[config.mk]
export PLATFORM = sky130hd
export DESIGN_NAME = bcd_to_bin_seq
export DESIGN_NICKNAME = d
export VERILOG_FILES = /design/src/rtl/bcd_pkg.sv /design/src/rtl/bcd_sub3.sv /design/src/rtl/bcd_to_bin_seq.sv
export SDC_FILE = /design/constraint.sdc
export NUM_CORES = 1
export LEC_CHECK = 0
export CORE_ASPECT_RATIO = 0.6
export CORE_MARGIN = 2
export CORE_UTILIZATION = 33
export CTS_CLUSTER_SIZE = 12
export DETAILED_ROUTE_END_ITERATION = 6
export GPL_TIMING_DRIVEN = 1
export HOLD_SLACK_MARGIN = 0.12
export PLACE_DENSITY_LB_ADDON = 0.3
export RECOVER_POWER = 25
export SYNTH_ARGS = -nofsm -noshare
export SYNTH_HDL_FRONTEND = slang
export SYNTH_SLANG_ARGS = --single-unit
[constraint.sdc]
create_clock -name CLK -period 1.7 [get_ports CLK]
set_clock_uncertainty 0.15 [all_clocks]
set_input_delay 0.34 -clock CLK [delete_from_list [all_inputs] [get_ports CLK]]
set_output_delay 0.34 -clock CLK [all_outputs]
set_load 0.005 [all_outputs]
[src/rtl/bcd_pkg.sv]
// Shared sizing and state encoding for the sequential BCD-to-binary converter.
package bcd_pkg;
    localparam int NDIG = 12;
    localparam int DIGW = 5;
    localparam int BW   = 40;

    typedef enum logic [1:0] {
        IDLE  = 2'd0,
        SHIFT = 2'd1,
        DONE  = 2'd2
    } state_t;
endpackage

[src/rtl/bcd_sub3.sv]
// Reverse double-dabble nibble correction: take 3 off any digit that reached 8 or more.
module bcd_sub3 (
    input  logic [3:0] i_nib,
    output logic [3:0] o_nib
);
    assign o_nib = (i_nib >= 4'd8) ? i_nib - 4'd3 : i_nib;
endmodule

[src/rtl/bcd_to_bin_seq.sv]
// Sequential BCD-to-binary converter: one bit per cycle, reverse double-dabble.
// The first SHIFT cycle only resolves the digit check, so the BW shifts start one cycle later.
module bcd_to_bin_seq #(
    parameter int NDIG = bcd_pkg::NDIG,
    parameter int BW   = bcd_pkg::BW
) (
    input  logic                          CLK,
    input  logic                          RST,
    input  logic                          START,
    input  logic [bcd_pkg::DIGW*NDIG-1:0] DIGITS,
    output logic                          BUSY,
    output logic                          VALID,
    output logic                          ERR,
    output logic [BW-1:0]                 BIN
);
    import bcd_pkg::*;

    localparam int CW = $clog2(BW + 1);

    state_t              r_state;
    state_t              w_next;
    logic [4*NDIG-1:0]   r_bcd;
    logic [BW-1:0]       r_work;
    logic [CW-1:0]       r_cnt;
    logic                r_bad;
    logic [BW-1:0]       r_bin;
    logic                r_err;

    logic [4*NDIG-1:0]   w_nib_in;
    logic [NDIG-1:0]     w_fld_bad;
    logic [4*NDIG-1:0]   w_bcd_shr;
    logic [4*NDIG-1:0]   w_bcd_nxt;
    logic [BW-1:0]       w_work_nxt;
    logic                w_last;

    assign w_bcd_shr  = {1'b0, r_bcd[4*NDIG-1:1]};
    assign w_work_nxt = {r_bcd[0], r_work[BW-1:1]};
    assign w_last     = (r_cnt == CW'(BW));

    for (genvar g = 0; g < NDIG; g++) begin : g_dig
        assign w_nib_in[4*g +: 4] = DIGITS[DIGW*g +: 4];
        assign w_fld_bad[g]       = (DIGITS[DIGW*g +: DIGW] > DIGW'(9));

        bcd_sub3 u_sub3 (
            .i_nib (w_bcd_shr[4*g +: 4]),
            .o_nib (w_bcd_nxt[4*g +: 4])
        );
    end

    always_ff @(posedge CLK) begin
        if (!RST) r_state <= IDLE;
        else      r_state <= w_next;
    end

    always_comb begin
        w_next = r_state;
        case (r_state)
            IDLE:    if (START) w_next = SHIFT;
            SHIFT:   if ((r_cnt == '0 && r_bad) || w_last) w_next = DONE;
            DONE:    w_next = IDLE;
            default: w_next = IDLE;
        endcase
    end

    always_ff @(posedge CLK) begin
        if (!RST) begin
            r_bcd  <= '0;
            r_work <= '0;
            r_cnt  <= '0;
            r_bad  <= 1'b0;
            r_bin  <= '0;
            r_err  <= 1'b0;
        end else begin
            case (r_state)
                IDLE: if (START) begin
                    r_bcd  <= w_nib_in;
                    r_bad  <= |w_fld_bad;
                    r_work <= '0;
                    r_cnt  <= '0;
                end
                SHIFT: begin
                    if (r_cnt == '0) begin
                        // Check cycle: an illegal request skips every shift.
                        if (r_bad) begin
                            r_bin <= '0;
                            r_err <= 1'b1;
                        end else begin
                            r_cnt <= CW'(1);
                        end
                    end else begin
                        r_bcd  <= w_bcd_nxt;
                        r_work <= w_work_nxt;
                        r_cnt  <= r_cnt + CW'(1);
                        if (w_last) begin
                            r_bin <= w_work_nxt;
                            r_err <= 1'b0;
                        end
                    end
                end
                default: ;
            endcase
        end
    end

    assign BUSY  = (r_state != IDLE);
    assign VALID = (r_state == DONE);
    assign ERR   = r_err;
    assign BIN   = r_bin;
endmodule

; Word level (Yosys, flattened, before mapping)
; Index checks and enable logic that the tools add are counted.
[totals]
register_bits = 138
inputBits = 63
output_inout_bits = 43
word_cells = 96
[classes]
addsub = 13
order_cmp = 24
n_eq_ne = 8
muxes = 31
reduce_logical = 13
[ops]
columns = operator, n
row1 = $mux 40, 5
row2 = $mux 48, 2
row3 = $pmux 48 s2, 1
row4 = $pmux 40 s2, 1
row5 = $gt 5x4->1 const B, 12
row6 = $mux 4, 12
row7 = $ge 4x4->1 const B, 11
row8 = $sub 4x2->4 const B, 11
row9 = $mux 6, 3
row10 = $pmux 6 s2, 1
row11 = $reduce_or 12->1, 1
row12 = $reduce_and 3->1, 3
row13 = $ne 2x2->1 const B, 4
row14 = $add 6x1->6 const B, 1
row15 = $eq 6x6->1 const B, 1
row16 = $logic_not 6->1, 1
row17 = $reduce_bool 2->1, 3
row18 = $ge 3x4->1 const B, 1
row19 = $mux 2, 2
row20 = $pmux 2 s2, 1
row21 = $reduce_and 2->1, 2
row22 = $sub 3x2->4 const B, 1
row23 = $mux 1, 3
row24 = $ne 3x3->1 const B, 1
row25 = 5 further kinds, 5

; Depth between registers and ports, before layout
; Gate-level depths: netlist of the first run.
[logic_depth]
word_depth = 5
mapped_depth = 8
ltp_nobuf = 6

; Cells and area by module
; From an unflattened synthesis of the first run, not the netlist that was laid out.
[hier_totals]
hier_cells = 796
area_unflattened_um2 = 6493.7
[by_module_without_submodules]
columns = module, instances, cells_per_inst, area_each_um2, seq_area_each_um2
row1 = bcd_to_bin_seq, 1, 664, 5577.8, 2742.6
row2 = bcd_sub3, 12, 11, 76.3, 0.0

; Worst setup path before layout of the first run
; Ideal clock, no wire load.
[synth_path]
path_kind = register -> register
startpoint = reg r_cnt[0]
endpoint = reg r_bcd[13]
setup_ns = 0.132
t_arrival_ns = 1.504
required_ns = 1.418
slack_ns = -0.086
path_stages_with_launch = 9
path_buffers = 2
synth_period_minus_slack_ns = 1.786
path_cell_list = dfxtp_1 -> inv_1 -> ha_1 -> nor3b_4 -> a31oi_4 -> buf_6 -> buf_2 -> o211ai_1 -> a21oi_1
[synth_via]
elab_chain_len = 3
[synth_rtl]
columns = element, line
row1 = start: declaration, bcd_to_bin_seq.sv:24  ; logic [CW-1:0] r_cnt;
row2 = start signal: assignment, bcd_to_bin_seq.sv:93  ; r_cnt <= r_cnt + CW'(1);
row3 = $logic_not 6->1, bcd_to_bin_seq.sv:82  ; if (r_cnt == '0) begin
row4 = $ne 2x2->1 (no line), --
row5 = $reduce_and 3->1 (no line), --
row6 = end signal: assignment, bcd_to_bin_seq.sv:76  ; r_bcd <= w_nib_in;
row7 = end signal: assignment, bcd_to_bin_seq.sv:91  ; r_bcd <= w_bcd_nxt;
row8 = end: declaration, bcd_to_bin_seq.sv:22  ; logic [4*NDIG-1:0] r_bcd;
; Every way passes these cells.
; A chain may end at the register's enable or synchronous reset.

; Final worst setup path of the first run
[layout_path]
startpoint = reg r_cnt[1]
endpoint = reg r_cnt[2]
[layout_via]
elab_chain_len = 3
elab_cells_between_ends = 6
cone_classes = add/sub: 1 / eq/ne: 1 / mux: 2 / reduce/logical: 2
[layout_rtl]
columns = element, line
row1 = $add 6x1->6 or $logic_not 6->1 (tied branches), "bcd_to_bin_seq.sv:93, bcd_to_bin_seq.sv:82"
row2 = $mux 6 or $ne 3x3->1 (tied branches), --
row3 = $pmux 6 s2 or $reduce_and 3->1 (tied branches), --
; Several ways; a longest one is shown, not always the timed one.

==> results of run 1 <==
-- cell families after synthesis --
| kind of cell | after synthesis | share of synthesized area [%] |
|---|---|---|
| DFF | 137 | 44.3 |
| and+or+nand+nor | 241 | 17.2 |
| buffers and inverters | 85 | 6.38 |
| muxes | 12 | 1.94 |
| AOI/OAI and AO/OA | 214 | 22.2 |
| adders and majority gates | 24 | 4.85 |
| xor gates and xnor gates | 22 | 3.11 |
-- worst max-delay path: cells and delay by family (launching register included) --
family                   cells  cell delay (ns)
flip-flops                   1             0.33
buffers and inverters        3             0.30
adder cells (fa/ha/maj)      1             0.15
AND/OR/NAND/NOR              2             0.51
AO/OA/AOI/OAI                2             0.37
-- final timing paths --
kind                    startpoint               endpoint  slack [ns]  depth (start not counted)
min               ERR$_SDFFE_PN0P_       ERR$_SDFFE_PN0P_        0.31                          2
min reg2reg       ERR$_SDFFE_PN0P_       ERR$_SDFFE_PN0P_        0.31                          2
max reg2reg  r_cnt[1]$_SDFFE_PN0P_  r_cnt[2]$_SDFFE_PN0P_       -0.17                          8
max          r_cnt[1]$_SDFFE_PN0P_  r_cnt[2]$_SDFFE_PN0P_       -0.17                          8
-- power breakdown --
group          internal [mW]  switching (mW)
sequential              3.35           0.177
clock                   2.10            1.68
combinational          0.917           0.875
total                   6.37            2.74
-- cells in the mapped netlist, types with 3 or more instances --
library cell,n,area (sq um)
a21oi_1,75,375
buf_4,14,105
nor4_1,4,25.0
ha_1,24,300
inv_1,27,101
o221ai_1,11,96.3
nand3_1,53,265
a22oi_1,41,308
nand2b_1,12,75.1
mux2i_1,12,120
o21ai_0,38,190
o211ai_1,35,263
nor2_1,62,233
nand2_1,95,357
clkbuf_1,29,109
a31oi_1,3,18.8
buf_2,13,65.1
nand4_1,4,25.0
a311oi_2,3,45.0
xnor2_1,22,193
dfxtp_1,137,2740
-- flip-flops by register name, summed over array words and instances, names as in the netlist --
signal,count
r_bcd,48
r_bad,1
r_state,2
BIN,40
r_work,39
r_cnt,6
ERR,1
-- stage by stage --
stage	cells	hold slack [ns]	area (sq um)
floorplan	735	0.282	6260
global placement	1103	0.294	8120
detailed placement	1103	0.304	8120
CTS	1146	0.312	8890
global route	1162	0.343	9710
finish	1162	0.306	9710
-- repair_timing --
item	CTS	global route
setup buffers	9	7
cloned	2	11
pin swaps	3	74
endpoints found under the setup margin	174	137
gates resized for setup	84	132
-- routing by layer --
| layer | track usage, % | vias to the layer above | wire length [um] |
|---|---|---|---|
| met5 | 0 | - | 0 |
| met4 | 3.92 | 0 | 143 |
| met3 | 5.06 | 17 | 1140 |
| met2 | 26.6 | 156 | 8310 |
| met1 | 26.3 | 2830 | 10200 |
| li1 | - | 2942 | - |
-- area by class of cell --
cell class | instances | share of cell area [%]
Multi-Input combinational cell | 513 | 37.4
Sequential cell | 137 | 28.5
Timing Repair Buffer | 212 | 23.7
Clock buffer | 17 | 4.38
Tap cell | 240 | 3.09
Clock inverter | 15 | 1.77
Inverter | 28 | 1.10
==> impl_metrics.csv, run 1 <==
group,metric,value,unit
layout,n_antenna_cell,0,
global_routing,grt_antenna_before_repair,0,
layout,syn_to_final_growth,56.7,%
layout,register_area,2770,sq um
place,dp_hpwl,11.7,mm
route,drt-pass1-iter-count,6,
clock_network,clock_latency,0.42,ns
die,rows,38,
route,vias_per_cell,5.12,
place,dp_slack,-0.333,ns
setup_path,cp.required,1.90,ns
synthesis,synthCells,735,
setup_path,critPathArrivalTime,2.07,ns
flow_run,max_cap_viol_count,0,
setup_path,crit_chain,"inv_2 > ha_4 > nor3b_4 > buf_4 > buf_6 > a21o_4 > or3b_1 > a21oi_1",
route,drc,0,
clock_network,cts_max_level,4,
global_routing,grt_max_degree,56,
route,wl_per_cell,17.0,um
timing,rsz0062_at_grt,"true",
timing,finalCritPeriodShare,110,%
synthesis,synth_edf_count,0,
layout,final_nets,996,
route,vias,5945,
timing,fin_ws,-0.169,ns
status,violations,"setup timing",
layout,multi_input_area,3630,sq um
setup_path,end_kind,"flop",
pwr,p_total,9.11,mW
clock_network,clockBufferDepth,2,
clock_network,path_clk_slew,0.07,ns
pwr,peakVddDrop,797,uV
route,drt_iter0_drc,527,
die,io_pins,106,
setup_path,crit_slowest_cell,"or3b_1",
timing,finalHoldViolations,0,
die,die_h,110,um
status,status,"finished, violations left",
die,die_x,181,um
pwr,power_density,938,nW/um^2
hold_path,hp-class,"flop to flop",
timing,fmax,535,MHz
synthesis,syn_nets,822,
synthesis,synth.avg_cell_area,8.43,sq um
clock_network,cts_sinks,137,
clock_network,cts-hold-fix-buffers,0,
clock_network,cts_tree,"built",
timing,relSlewSlack,73.1,%
timing,tns,-14.10,ns
setup_path,crit_type,"flop to flop",
timing,period_needed,1.87,ns
pwr,p_leak,3.67,nW
die,start_util,34.0,%
route,wl,19.8,mm
synthesis,yosysSeqAreaShare,44.3,%
layout,postLayoutCoreUtil,53.3,%
synthesis,synth_area,6200,sq um
synthesis,yosysWarningCount,0,
clock_network,cts-root-buf,"clkbuf_16",
global_routing,gr-usage-all-layers,18.1,%
global_routing,grt_overflow,0,
layout,layout_commonest_cell,"dfxtp_1",
setup_path,cpPeakStageDelay,0.35,ns
layout,drive_gt1_share,29.9,%
global_routing,grt_pass1_vias,5462,
global_routing,grt_pass1_wl,28.9,mm
die,die-area,19900,sq um
setup_path,critPathLaunchType,"flop",
synthesis,yosysUniqueCellTypes,38,
timing,finalSetupViolations,132,
timing,tightest_slew,0.399,ns
route,ant_nets,0,
clock_network,cts_buffers,17,
setup_path,worstPathMaxFanout,4,
synthesis,ys_dominant_reg_cell,"dfxtp_1",
synthesis,async_reset_ff_share,0,%
place,globalplace.congestion,0.790,
layout,nFillCells,1650,
timing,drv_slew,0,
die,core_region_area,18200,sq um
place,numPortBuffers,105,
layout,final_cell_mix,"dfxtp_1, nand2_1, clkdlybuf4s50_1",
synthesis,ys_ff_latch,137,
(Power assumes the default switching activity.)
==> run 2, diff against run 1 <==
- GPL_TIMING_DRIVEN: 1 -> 0
- SLEW_MARGIN: not set -> 20
==> run 2 against run 1 <==
Against the previous run:
- fmax is 0.43% lower
- the run still ends with setup timing left
- largest cell class unchanged
- routed wire length is 3.2% higher
- clock power is 4% higher
- cell count is 2.0% lower
- worst hold slack better by 0.023 ns
- critical path depth stayed put
- combinational power is 12% lower
==> impl_metrics.csv, run 2 (synthesis gave the netlist of run 1 again) <==
group,metric,value,unit
setup_path,crit_chain,"inv_2 > ha_4 > nor3b_4 > o211ai_1 > buf_6 > buf_16 > a22oi_2 > nor2_1",
die,rows,38,
setup_path,r2r-end,"BIN[38]$_SDFFE_PN0P_",
hold_path,hold_path_depth,2,
global_routing,grt_pass1_vias,5573,
timing,finalSetupViolations,129,
pwr,p_leak,3.39,nW
route,drt_iter0_drc,528,
setup_path,cpPeakStageDelay,0.32,ns
layout,final_nets,973,
timing,relSlewSlack,55.6,%
clock_network,clock_latency,0.41,ns
setup_path,end_kind,"flop",
layout,layout_commonest_cell,"dfxtp_1",
setup_path,r2r-start,"r_cnt[0]$_SDFFE_PN0P_",
die,die_h,110,um
flow_run,max_cap_viol_count,0,
layout,n_antenna_cell,0,
layout,final_cell_mix,"dfxtp_1, nand2_1, clkdlybuf4s50_1",
route,vias_per_cell,5.21,
layout,nFillCells,1729,
status,status,"finished, violations left",
timing,rsz0062_at_grt,"true",
global_routing,gr-usage-all-layers,20.4,%
timing,drv_slew,0,
status,violations,"setup timing",
setup_path,critPathArrivalTime,2.01,ns
clock_network,cts-root-buf,"clkbuf_16",
die,core_region_area,18200,sq um
timing,tns,-13.83,ns
place,numPortBuffers,105,
clock_network,cts_buffers,17,
timing,finalHoldViolations,0,
setup_path,critPathLaunchType,"flop",
setup_path,crit_type,"flop to flop",
route,vias,5929,
clock_network,cts-hold-fix-buffers,0,
timing,fin_ws,-0.177,ns
layout,regMostFlops,"r_bcd",
die,die_x,181,um
global_routing,grt_max_degree,20,
clock_network,cts_max_level,4,
pwr,peakVddDrop,677,uV
global_routing,grt_pass1_wl,31.2,mm
die,die-area,19900,sq um
layout,fin_area,9070,sq um
route,wl_per_cell,17.9,um
layout,syn_to_final_growth,46.4,%
setup_path,cp.required,1.84,ns
setup_path,r2r_slack,-0.18,ns
pwr,p_total,9.04,mW
timing,finalCritPeriodShare,110,%
layout,largest_reg_flops,48,
hold_path,hp-start,"r_work[1]$_SDFFE_PN0P_",
hold_path,holdPathEnd,"r_work[1]$_SDFFE_PN0P_",
setup_path,reg2regPathDepth,8,
route,drc,0,
die,start_util,34.0,%
timing,tightest_slew,0.667,ns
clock_network,cts_tree,"built",
layout,drive_gt1_share,22.4,%
timing,period_needed,1.88,ns
die,io_pins,106,
setup_path,crit_slowest_cell,"dfxtp_2",
timing,fmax,533,MHz
clock_network,clockBufferDepth,2,
global_routing,grt_overflow,0,
clock_network,path_clk_slew,0.06,ns
place,dp_hpwl,13.5,mm
setup_path,worstPathMaxFanout,9,
clock_network,cts_sinks,137,
route,wl,20.4,mm
timing,holdWs,0.329,ns
place,post_dp_cell_area,7610,sq um
route,ant_nets,0,
place,globalplace.congestion,0.864,
route,drt-pass1-iter-count,5,
pwr,power_density,997,nW/um^2
global_routing,grt_antenna_before_repair,0,
layout,postLayoutCoreUtil,49.8,%
hold_path,hp-class,"flop to flop",
## run 2: worst max-delay path by stage
| stage | start | endpoint | slack, ns | cells past startpoint |
|---|---|---|---|---|
| after floorplan | r_cnt[1]$_SDFFE_PN0P_ | r_bcd[13]$_SDFFE_PN0P_ | -0.03 | 8 |
| after global placement | RST | r_bcd[23]$_SDFFE_PN0P_ | -0.86 | 5 |
| after detailed placement | RST | r_bcd[23]$_SDFFE_PN0P_ | -0.85 | 5 |
| after CTS | r_cnt[0]$_SDFFE_PN0P_ | r_bcd[0]$_SDFFE_PN0P_ | -0.14 | 8 |
| after global routing | r_cnt[0]$_SDFFE_PN0P_ | r_bcd[0]$_SDFFE_PN0P_ | -0.26 | 8 |
| final | r_cnt[0]$_SDFFE_PN0P_ | BIN[38]$_SDFFE_PN0P_ | -0.18 | 8 |
## run 2: through the flow
step	cells	worst slack [ns]
floorplan	735	-0.0258
global placement	1080	-0.859
detailed placement	1080	-0.850
CTS	1135	-0.135
global route	1139	-0.258
finish	1139	-0.177
## run 2: final cells by class
type / count / area (sq um) / share of cell area [%]
inverter: 28 / 105 / 1.16
clock buffer: 18 / 439 / 4.84
timing repair buffer: 134 / 1300 / 14.4
tap: 240 / 300 / 3.31
sequential: 137 / 2760 / 30.4
clock inverter: 14 / 188 / 2.07
multi-input combinational: 514 / 3430 / 37.8
buffer: 54 / 547 / 6.03
## run 2: critical path: cells and delay by family, from the launching register on
| kind | cells | cell delay, ns |
|---|---|---|
| fa+ha+maj | 1 | 0.13 |
| flops | 1 | 0.32 |
| simple gates | 2 | 0.38 |
| compound gates | 2 | 0.33 |
| buf+inv | 3 | 0.44 |
## run 2: per-layer routing
| layer | routed length, um | GRT usage, % | vias up |
|---|---|---|---|
| li1 | - | - | 2882 |
| met1 | 10300 | 29.6 | 2823 |
| met2 | 8390 | 29.3 | 204 |
| met3 | 1590 | 6.27 | 20 |
| met4 | 169 | 4.61 | 0 |
| met5 | 0 | 0 | - |
## run 2: what timing repair did
action / in CTS / in global routing
pin swaps: 5 / 4
gates cloned: 7 / 1
endpoints found under the setup margin: 179 / 138
buffers inserted: 18 / 4
endpoints found under the hold margin: 0 / 0
gates resized for setup: 193 / 45
## run 2: power by group
part | total (mW) | switching (mW) | internal (mW)
combinational | 1.57 | 0.834 | 0.740
clock | 3.96 | 1.56 | 2.39
sequential | 3.51 | 0.161 | 3.35
total | 9.04 | 2.56 | 6.48
==> run 3, diff against run 2 <==
- CORE_ASPECT_RATIO: 0.6 -> 1.4
==> run 3 against run 2 <==
Against the previous run:
- the flow still finishes with violations (setup timing)
- final area increased by 0.51%
- critical path depth increased by 1
- fmax shrank 1.2%
- combinational power increased by 4%
- clock power is 8.8% lower
- setup slack worse by 0.023 ns
- sequential share of layout area is 0.14 points lower
==> impl_metrics.csv, run 3 (synthesis gave the netlist of run 1 again) <==
group,metric,value,unit
setup_path,end_kind,"flop",
global_routing,grt_pass1_vias,5956,
place,globalplace.congestion,0.859,
route,wl_met2,10.1,mm
flow_run,max_cap_viol_count,0,
route,vias_per_cell,5.22,
timing,drv_slew,0,
setup_path,critPathLaunchType,"flop",
setup_path,crit_top_cell,"buf_12",
clock_network,cts-root-buf,"clkbuf_16",
timing,tightest_slew,0.668,ns
global_routing,grt_antenna_before_repair,0,
pwr,power_density,960,nW/um^2
status,violations,"setup timing",
global_routing,grt_max_degree,17,
route,wl,20.0,mm
timing,finalCritPeriodShare,112,%
route,top_layer,"met4",
setup_path,crit_slowest_cell,"dfxtp_2",
route,wl_met3,1.20,mm
die,die_h,166,um
route,wl_met1,8.41,mm
route,ant_nets,0,
clock_network,cts-hold-fix-buffers,0,
route,wl_per_cell,17.5,um
layout,layout_commonest_cell,"dfxtp_1",
layout,largest_reg_flops,48,
timing,fmax,526,MHz
clock_network,cts_sinks,137,
global_routing,grt_overflow,0,
setup_path,cpPeakStageDelay,0.32,ns
layout,syn_to_final_growth,47.1,%
layout,final_cells,1142,
place,dp_hpwl,13.0,mm
global_routing,grt_pass1_wl,31.3,mm
layout,final_cell_mix,"dfxtp_1, nand2_1, a21oi_1, clkdlybuf4s50_1, nor2_1",
setup_path,worstPathMaxFanout,7,
place,dp_cells,1084,
timing,period_needed,1.90,ns
global_routing,gr-usage-all-layers,19.9,%
setup_path,crit_chain,"inv_2 > ha_4 > nor3b_4 > a31oi_4 > buf_12 > buf_12 > buf_12 > o211ai_1 > a21oi_1",
timing,finalHoldViolations,0,
timing,holdWs,0.314,ns
clock_network,cts_tree,"built",
place,numPortBuffers,105,
clock_network,path_clk_slew,0.06,ns
clock_network,clockBufferDepth,2,
route,drc,0,
die,die-area,19900,sq um
route,vias,5957,
clock_network,cts_buffers,17,
hold_path,hp-class,"flop to flop",
timing,fin_ws,-0.200,ns
route,drt_iter0_drc,428,
setup_path,cp.required,1.84,ns
layout,postLayoutCoreUtil,49.2,%
layout,drive_gt1_share,22.6,%
die,core_region_area,18500,sq um
clock_network,cts_max_level,4,
timing,relSlewSlack,55.4,%
layout,n_antenna_cell,0,
die,start_util,33.4,%
pwr,peakVddDrop,631,uV
pwr,p_leak,3.40,nW
clock_network,clock_latency,0.43,ns
die,die_x,120,um
timing,finalSetupViolations,130,
layout,regMostFlops,"r_bcd",
layout,final_nets,972,
status,status,"finished, violations left",
route,drt-pass1-iter-count,5,
setup_path,crit_type,"flop to flop",
die,rows,59,
die,io_pins,106,
setup_path,critPathArrivalTime,2.04,ns
timing,rsz0062_at_grt,"true",
run 3: per-layer routing:
| layer | vias up | track usage [%] |
|---|---|---|
| met5 | - | 0 |
| li1 | 2887 | - |
| met2 | 184 | 34.7 |
| met3 | 24 | 4.81 |
| met4 | 0 | 6.96 |
| met1 | 2862 | 23.7 |
run 3: report_power, final:
part | leakage, nW | internal, mW | switching [mW]
registers | 1.12 | 3.35 | 0.160
logic | 2.01 | 0.792 | 0.837
clock network | 0.278 | 2.05 | 1.56
run 3: timing repair:
action | 4_1_cts | 5_1_grt
cloned | 5 | 4
resized for setup | 200 | 50
endpoints found under the setup margin | 179 | 135
buffers inserted | 14 | 4
pin swaps | 12 | 14
run 3: critical path: cells and delay by family (launching register included):
kind	cells	cell delay [ns]
adder cells (fa/ha/maj)	1	0.13
AO/OA/AOI/OAI	3	0.35
buffers and inverters	4	0.49
flip-flops	1	0.32
AND/OR/NAND/NOR	1	0.30
run 3: layout make-up:
type                            count  area (sq um)
Sequential cell                   137          2760
Tap cell                          244           305
Clock inverter                     14           138
Inverter                           28           105
Clock buffer                       18           429
Fill cell                        1748          9410
Buffer                             56           612
Multi-Input combinational cell    514          3460
Timing Repair Buffer              131          1310
run 3: per-stage QoR:
step / worst slack [ns] / TNS (ns) / total power [mW] / cell area (sq um)
finish: -0.200 / -14.93 / 8.75 / 9120
global route: -0.263 / -23.68 / 9.09 / 9120
CTS: -0.142 / -9.78 / 8.68 / 8840
detailed placement: -0.978 / -78.82 / 4.82 / 7610
global placement: -0.989 / -78.85 / 4.81 / 7610
floorplan: -0.0258 / -0.946 / 4.35 / 6260
run 3: final timing paths:
kind / start / slack (ns) / depth (start not counted) / endpoint
max: r_cnt[1]$_SDFFE_PN0P_ / -0.20 / 9 / r_bcd[33]$_SDFFE_PN0P_
max reg2reg: r_cnt[1]$_SDFFE_PN0P_ / -0.20 / 9 / r_bcd[33]$_SDFFE_PN0P_
min reg2reg: ERR$_SDFFE_PN0P_ / 0.31 / 2 / ERR$_SDFFE_PN0P_
min: ERR$_SDFFE_PN0P_ / 0.31 / 2 / ERR$_SDFFE_PN0P_
